==> config.mk <==
export PLATFORM = sky130hd
export DESIGN_NAME = booth_mul_ctrl
export DESIGN_NICKNAME = d
export VERILOG_FILES = /design/src/rtl/booth_mul_ctrl.sv
export SDC_FILE = /design/constraint.sdc
export NUM_CORES = 1
export LEC_CHECK = 0
export BUFFER_PORTS_ARGS = -buffer_cell sky130_fd_sc_hd__buf_2
export CORE_UTILIZATION = 44
export CTS_CLUSTER_DIAMETER = 120
export DETAILED_ROUTE_END_ITERATION = 10
export HOLD_SLACK_MARGIN = 0.06
export PLACE_DENSITY = 0.73
export SLEW_MARGIN = 20
export SYNTH_ARGS = -nofsm -noshare
export SYNTH_HDL_FRONTEND = slang
export SYNTH_SLANG_ARGS = --single-unit
==> constraint.sdc <==
create_clock -name clk -period 5.5 [get_ports clk]
set_input_delay 0.55 -clock clk [delete_from_list [all_inputs] [get_ports clk]]
set_output_delay 0.55 -clock clk [all_outputs]
set_load 0.03 [all_outputs]
==> src/rtl/booth_mul_ctrl.sv <==
// booth_mul_ctrl: radix-4 Booth multiply sequencer driving an external step datapath.
// Optional `MUL_OVF_DETECT_EN adds op_ovf, flagging a multiplier whose 2M is not representable.
module booth_mul_ctrl (
  input  logic        clk,
  input  logic        reset,
  input  logic        op_start,
  input  logic        op_clear,
  input  logic [31:0] a_multiplier,
  input  logic [31:0] a_multiplicand,
  output logic [63:0] dp_result,
  output logic [31:0] dp_multiplier,
  output logic [31:0] dp_multiplicand,
  output logic        dp_x_before,
  input  logic [63:0] dp_next_result,
  output logic        busy,
  output logic        op_done,
`ifdef MUL_OVF_DETECT_EN
  output logic        op_ovf,
`endif
  output logic [63:0] product
);
  typedef enum logic [1:0] {IDLE, RUN, DONE} state_t;
  state_t state, state_nx;
  logic [3:0] cnt;
  logic load, last;
  logic [63:0] shifted;
  always_comb begin
    load = op_start & ~op_clear & (state != RUN);
    last = (state == RUN) & (cnt == 4'd15);
    shifted = {{2{dp_next_result[63]}}, dp_next_result[63:2]};
    state_nx = op_clear ? IDLE : load ? RUN : last ? DONE : state;
    busy = (state == RUN);
    op_done = (state == DONE);
  end
  always_ff @(posedge clk or posedge reset) begin
    if (reset) begin
      state <= IDLE;
      cnt <= '0;
      dp_result <= '0;
      dp_multiplier <= '0;
      dp_multiplicand <= '0;
      dp_x_before <= 1'b0;
      product <= '0;
    end else begin
      state <= state_nx;
      if (op_clear) begin
        cnt <= '0;
        product <= '0;
      end else if (load) begin
        dp_result <= '0;
        dp_multiplier <= a_multiplier;
        dp_multiplicand <= a_multiplicand;
        dp_x_before <= 1'b0;
        cnt <= '0;
      end else if (busy) begin
        dp_result <= shifted;
        dp_x_before <= dp_multiplicand[1];
        dp_multiplicand <= {{2{dp_multiplicand[31]}}, dp_multiplicand[31:2]};
        cnt <= cnt + 4'd1;
        if (last) product <= shifted;
      end
    end
  end
`ifdef MUL_OVF_DETECT_EN
  always_ff @(posedge clk or posedge reset) begin
    if (reset) op_ovf <= 1'b0;
    else if (op_clear) op_ovf <= 1'b0;
    else if (load) op_ovf <= a_multiplier[31] ^ a_multiplier[30];
  end
`endif
endmodule
Word-level counts from Yosys, hierarchy flattened

Cells that the tools add are included.
Widths: inputs -> output; s select.

Word-level logic and storage cells: 42
Register bits after elaboration: 199
Input bits: 132
Output and inout bits: 195

Eq/ne operators: 5
Muxes and demuxes: 16
$add $sub $neg: 1
Reduce and logical (&&, ||, !) cells: 8
Bitwise gates (word level): 4

Operators by type and width:

| kind                | number |
|---|---|
| $mux 64             | 6 |
| $mux 32             | 1 |
| $mux 31             | 1 |
| $mux 4              | 3 |
| $mux 2              | 3 |
| $reduce_bool 2->1   | 3 |
| $reduce_bool 3->1   | 2 |
| $add 4x1->4 const B | 1 |
| $eq 4x4->1 const B  | 1 |
| $reduce_and 2->1    | 2 |
| $and 1x1->1         | 3 |
| $reduce_and 3->1    | 1 |
| $eq 2x1->1 const B  | 1 |
| $eq 2x2->1 const B  | 1 |
| $mux 1              | 2 |
| $ne 2x1->1 const B  | 1 |
| $ne 2x2->1 const B  | 1 |
| $not 1->1           | 1 |

Logic depth before layout (Yosys ltp)

Gate-level depths: netlist of run 1.

Depth after elaboration: 6
Gate-level depth with buffers: 6
Depth with buffers taken out: 4

Worst setup path after synthesis of run 1

Ideal clock, no wire load.

Path type: input-to-reg
Start: input op_start
End: register dp_multiplier[10]
Buffers on the path: 2
Required time: 5.375 ns
Stages on the path: 5
Arrival time: 1.688 ns
Slack: 3.687 ns
Setup time: 0.125 ns
Cells stage by stage: buf_1 -> inv_1 -> nor3_4 -> buf_6 -> mux2_2

Word-level cells in the longest chain between the ends: 3

Ends and longest elaborated chain:

| what                              | RTL line | text |
|---|---|---|
| start: declaration                | 6        | `input logic op_start,` |
| $and 1x1->1 (2 in a row)          | 28       | `load = op_start & ~op_clear & (state != RUN);` |
| $reduce_and 2->1 (no source line) | -        |  |
| end signal: assignment            | 51       | `dp_multiplier <= a_multiplier;` |
| end: declaration                  | 11       | `output logic [31:0] dp_multiplier,` |

Every way passes these cells.
A chain may end at the register's enable or synchronous reset.

Worst setup path after layout of run 1

Start: register state[0]
End: register dp_result[8]

Word-level cells in the longest chain between the ends: 4
Elaborated cells on any way between the ends: 6
Classes of those cells: eq/ne: 2; mux: 1; bitwise: 1; reduce/logical: 2

Ends and longest elaborated chain:

| what                               | RTL line | text |
|---|---|---|
| start: declaration                 | 23       | `state_t state, state_nx;` |
| start signal: assignment           | 45       | `state <= state_nx;` |
| $ne 2x1->1                         | 28       |  |
| $and 1x1->1                        | 28       |  |
| $reduce_bool 2->1 (no source line) | -        |  |
| $reduce_and 2->1 (no source line)  | -        |  |
| end signal: assignment             | 56       | `dp_result <= shifted;` |
| end: declaration                   | 10       | `output logic [63:0] dp_result,` |

Parallel ways exist; a longest one is shown, timed or not.

==> impl_metrics.toml, run 1 <==
[pwr]
seq_power_share_pct = 44.8
switchingPower_mw = 1.29
pwr-share-clk_pct = 31.4
powerDensity_nw_per_um2 = 356
switching_share_pct = 34.0
leakage_nw = 5.39
p_int_mw = 2.51
p_comb_share_pct = 23.8
worst_ir_drop_vdd_uv = 297
power_mw = 3.81

[run_status]
status = "finished, final reports clean"

[clocking]
postCtsSetupRepairBufs = 0
cts_resized = 0
tritoncts = "built"
clk_latency_ns = 0.42
cts_made_buffers = 17
root_buffer = "clkbuf_16"
cts_hold_buf = 0
cts.sinks = 195
cts.clk_slew.worst_paths_ns = 0.07
htree_levels = 4
clockBufferDepth = 2

[routing]
drc = 0
wl_met3_um = 1810
top_layer = "met4"
via_per_inst = 5.35
vias = 6402
wire_per_inst_um = 18.2
final_antenna_net_count = 0
wl_met1_um = 9340
drtIter0Drc = 383
met2_length_um = 10200
routed_wl_um = 21800
firstDrtPassIters = 4

[sta]
max_freq_mhz = 342
finClkSkew_ns = 0.0105
maxSlewViolCount = 0
slew_headroom_pct = 26.5
setup_tns_ns = 0
setup_violations = 0
tightest_slew_ns = 1.10
rsz0062_at_grt = "false"
setup_slack_ns = 2.58
finalCritPeriodShare_pct = 53.1
finalHoldViolCount = 0
min_period_ns = 2.92

[floorplan]
rows = 50
start_util_pct = 45.0
core_area_um2 = 18700
dieWidth_um = 140
io_pins = 327
die_area_um2 = 19700
die_y_um = 140

[synth]
ys_ff_latch = 195
synth_cell_types = 29
netlist_instances = 661
synth-seq-area-share_pct = 58.0
avgSynthCellArea_um2 = 12.7
ys_top_cells_by_area = "dfrtp_1 (58%), nand2b_1 (9.4%), mux2i_1 (7.4%)"
netlist.area_leader.share_pct = 58.0
synth_nets = 794
ys_warn_count = 0
synth_area_leader_cell = "dfrtp_1"
synth_area_um2 = 8420

[layout]
diodes = 0
synthToLayoutAreaGrowth_pct = 26.9
drive_gt1_share_pct = 41.7
regArea_um2 = 4880
fillers = 1608
multiInputGateArea_um2 = 3240
nets = 1083

[worst_setup_path]
startpoint_type = "flop"
critical-path-slowest-cell = "dfrtp_1"
r2r-end = "dp_result[8]"
reg2reg_slack_ns = 2.58
criticalPathCategory = "reg -> reg"
worstReg2RegStart = "state[0]"
path_cells = "nand2b_1 -> buf_4 -> nor2_4 -> buf_4 -> a22o_1"
cp.required_ns = 5.85
reg2reg_depth = 5
crit_start = "state[0]"
critPathMaxStageDelay_ns = 0.94
worst_setup_path_end_kind = "flop"
cp.arrival_ns = 3.27
worstPathMaxFanout = 63
path_common_cell = "buf_4"

[placed_design]
gp_congestion = 0.807
dp_slack_ns = 2.63
io_buffers = 324
post-dp-hpwl_um = 14100

[min_path]
hold_class = "in -> async"

[global_routing]
grt_pass1_wl_um = 34600
grt_overflow_total = 0
grt_max_degree = 107
grtUsageTotal_pct = 22.4
antenna_found_initial = 0
grt_pass1_vias = 6316

[job]
maxCapViolCount = 0
## power groups by stage
stage / combinational, mW / sequential, mW / clock, mW
after floorplan: 0.290 / 2.04 / 0
after global placement: 0.902 / 1.72 / 0
after CTS: 0.915 / 1.71 / 1.22
after detailed placement: 0.915 / 1.73 / 0
final: 0.906 / 1.71 / 1.19
after global routing: 0.965 / 1.73 / 1.28
## logic make-up (layout without fill, tap and decap cells)
family                   after synthesis  in the layout  synth area share [%]
flip-flops                           195            195                  58.0
AND/OR/NAND/NOR                      171            171                  13.6
AO/OA/AOI/OAI                        133            133                  12.7
multiplexers                          95             95                  11.8
buffers and inverters                 65            366                  3.72
adder cells (fa/ha/maj)                1              1                 0.149
XOR/XNOR                               1              1                 0.104
## routing by layer
metal	track usage, %	vias to the layer above
met5	0	-
met1	29.2	3151
met3	7.32	24
met4	7.06	0
met2	35.6	291
li1	-	2936
## layout make-up
type                       instances  area share, %
timing repair buffer             332           15.9
clock buffer                      18           4.11
sequential                       195           45.7
multi-input combinational        401           30.3
tap                              234           2.74
clock inverter                    13           1.12
inverter                           3          0.141
## per-stage QoR
step                cell area, µm²  instances  utilization (%)  hold WS, ns
floorplan                     8420        661                -        0.550
global placement             10100       1165             54.1        0.465
detailed placement           10100       1165             54.1        0.472
CTS                          10700       1196             57.1        0.319
global route                 10700       1196             57.1        0.327
finish                       10700       1196             57.1        0.304
## synthesized netlist by cell type
library cell and number:
nor2b_1 1, inv_1 2, o21a_1 1, a22o_1 63, a21oi_1 4, or3_1 1, buf_2 22, mux2_2 32
dfrtp_1 195, mux2i_1 62, nand2_1 2, clkbuf_1 31, nand2b_1 127, xor2_1 1, buf_1 1, o21bai_1 1
inv_2 1, ha_1 1, and3b_1 30, a31oi_1 32, mux2_1 1, o2bb2ai_1 31, nor2_4 1, nor2_2 1
a21o_1 1, buf_4 5, nor3_4 1, buf_6 3, nand3_1 7
## flip-flops by register name, summed over array words and instances (netlist names)
signal           cells
state                2
product             62
dp_multiplicand     32
dp_multiplier       32
cnt                  4
dp_x_before          1
dp_result           62
## placed cells by master, fill, tap and decap left out, types with 4 or more instances in the layout
| cell type | Yosys | layout |
|---|---|---|
| nand3_1 | 7 | 7 |
| dfrtp_1 | 195 | 195 |
| a21oi_1 | 4 | 4 |
| buf_4 | 5 | 8 |
| nand2b_1 | 127 | 127 |
| o2bb2ai_1 | 31 | 31 |
| clkinv_4 | 0 | 5 |
| buf_2 | 22 | 323 |
| mux2i_1 | 62 | 62 |
| mux2_2 | 32 | 32 |
| clkbuf_16 | 0 | 17 |
| a22o_1 | 63 | 63 |
| inv_8 | 0 | 4 |
| a31oi_1 | 32 | 32 |
| clkinvlp_4 | 0 | 4 |
| and3b_1 | 30 | 30 |
## worst max-delay path by stage
stage / end / cells after the start
floorplan: cnt[0] / 1
global placement: dp_result[38] / 5
detailed placement: dp_result[22] / 5
CTS: busy / 3
global route: dp_result[46] / 5
finish: dp_result[8] / 5
## worst max-delay path, delay by kind of cell (launching register included)
kind	cells	cell delay (ns)
buf+inv	2	1.02
flops	1	0.94
compound gates	1	0.26
simple gates	2	0.58
No activity file was read; power rests on OpenSTA's default activity.
==> run 2: changes to the inputs <==
--- a/config.mk
+++ b/config.mk
@@ -6,11 +6,11 @@
 export NUM_CORES = 1
 export LEC_CHECK = 0
 export BUFFER_PORTS_ARGS = -buffer_cell sky130_fd_sc_hd__buf_2
-export CORE_UTILIZATION = 44
+export CORE_UTILIZATION = 49
 export CTS_CLUSTER_DIAMETER = 120
 export DETAILED_ROUTE_END_ITERATION = 10
 export HOLD_SLACK_MARGIN = 0.06
-export PLACE_DENSITY = 0.73
+export PLACE_DENSITY = 0.77
 export SLEW_MARGIN = 20
 export SYNTH_ARGS = -nofsm -noshare
 export SYNTH_HDL_FRONTEND = slang
==> constraint.sdc (replaced) <==
create_clock -name clk -period 2.79 [get_ports clk]
set_input_delay 0.279 -clock clk [delete_from_list [all_inputs] [get_ports clk]]
set_output_delay 0.279 -clock clk [all_outputs]
set_load 0.03 [all_outputs]
==> impl_metrics.toml, run 2 (synthesis results as in run 1) <==
[run_status]
status = "finished, final reports clean"

[sta]
setup_tns_ns = 0
tightest_slew_ns = 0.686
finalCritPeriodShare_pct = 72.2
finalHoldViolCount = 0
whs_ns = 0.0814
finClkSkew_ns = 0.0147
setup_slack_ns = 0.777
min_period_ns = 2.01
slew_headroom_pct = 54.3
max_freq_mhz = 497
setup_violations = 0
maxSlewViolCount = 0
rsz0062_at_grt = "false"

[floorplan]
core_area_um2 = 16700
die_y_um = 133
rows = 47
dieWidth_um = 133
die_area_um2 = 17700
start_util_pct = 50.4
io_pins = 327

[global_routing]
grt_max_degree = 100
grt_pass1_wl_um = 34000
grt_pass1_vias = 6388
antenna_found_initial = 0
grtUsageTotal_pct = 24.6
grt_overflow_total = 0

[worst_setup_path]
worstPathMaxFanout = 34
criticalPathCategory = "reg -> reg"
startpoint_type = "flop"
cp.required_ns = 3.10
worst_setup_path_end_kind = "flop"
cp.arrival_ns = 2.32

[layout]
synthToLayoutAreaGrowth_pct = 28.3
nets = 1092
diodes = 0
drive_gt1_share_pct = 42.0
final_cell_mix = "buf_2 (323), dfrtp_1 (195), nand2b_1 (127)"
final_common_cell = "buf_2"
stdcell_count = 1191
fillers = 1337
largest_registers = "dp_result x62, product x62"

[job]
maxCapViolCount = 0

[clocking]
htree_levels = 4
clk_latency_ns = 0.43
cts.sinks = 195
clockBufferDepth = 2
cts_made_buffers = 17
tritoncts = "built"
cts.clk_slew.worst_paths_ns = 0.07
postCtsSetupRepairBufs = 0
root_buffer = "clkbuf_16"
cts_resized = 0

[routing]
drtIter0Drc = 291
vias = 6405
via_per_inst = 5.38
drc = 0
met2_length_um = 10300
wl_met1_um = 9120
top_layer = "met4"
firstDrtPassIters = 4
wire_per_inst_um = 18.0
routed_wl_um = 21500
final_antenna_net_count = 0
wl_met3_um = 1590

[placed_design]
dp_slack_ns = 0.763
gp_congestion = 0.796
io_buffers = 324
dp_cells = 1159
post-dp-hpwl_um = 14400

[min_path]
hold_class = "in -> reg"

[pwr]
power_mw = 7.62
worst_ir_drop_vdd_uv = 424
powerDensity_nw_per_um2 = 706
leakage_nw = 5.47
run 2: final timing paths:
path | to | slack (ns) | depth (start not counted) | startpoint
min in group asynchronous | dp_multiplier[0] | 0.37 | 3 | reset
max in group asynchronous | product[5] | 1.63 | 4 | reset
min reg2reg | dp_multiplicand[0] | 0.49 | 1 | dp_multiplicand[0]
min | dp_multiplier[14] | 0.08 | 2 | a_multiplier[14]
max reg2reg | dp_multiplier[10] | 0.78 | 6 | state[1]
max | dp_multiplier[10] | 0.78 | 6 | state[1]
run 2: repair_timing:
item,4_1_cts,5_1_grt
hold endpoints to repair,10,0
hold buffers,1,0
setup endpoints to repair,0,0
run 2: final cells by class:
type | instances | area, µm² | share of cell area, %
Tap cell | 220 | 275 | 2.55
Multi-Input combinational cell | 401 | 3240 | 30.0
Inverter | 3 | 15.0 | 0.139
Clock inverter | 12 | 144 | 1.33
Timing Repair Buffer | 341 | 1800 | 16.7
Clock buffer | 19 | 443 | 4.10
Sequential cell | 195 | 4880 | 45.2
run 2: metrics by stage:
step / util (%) / area [µm²]
floorplan: - / 8420
global placement: 61.1 / 10200
detailed placement: 61.1 / 10200
CTS: 64.7 / 10800
global route: 64.7 / 10800
finish: 64.7 / 10800
run 2: power by group:
part / internal, mW / switching, mW
Clock: 1.36 / 1.11
Sequential: 3.15 / 0.197
Combinational: 0.627 / 1.18
Total: 5.14 / 2.48
run 2: worst max-delay path, cell delays in order (launching register included):
cell and delay [ns]:
dfrtp_1 0.35, nand2b_1 0.20, buf_4 0.28, inv_2 0.12, nor3_4 0.12, buf_4 0.41, mux2_2 0.40
run 2: layer usage:
layer  GRT usage, %  vias to the layer above
li1               -                     2954
met1           31.9                     3166
met2           38.9                      254
met3           6.82                       31
met4           10.0                        0
met5              0                        -
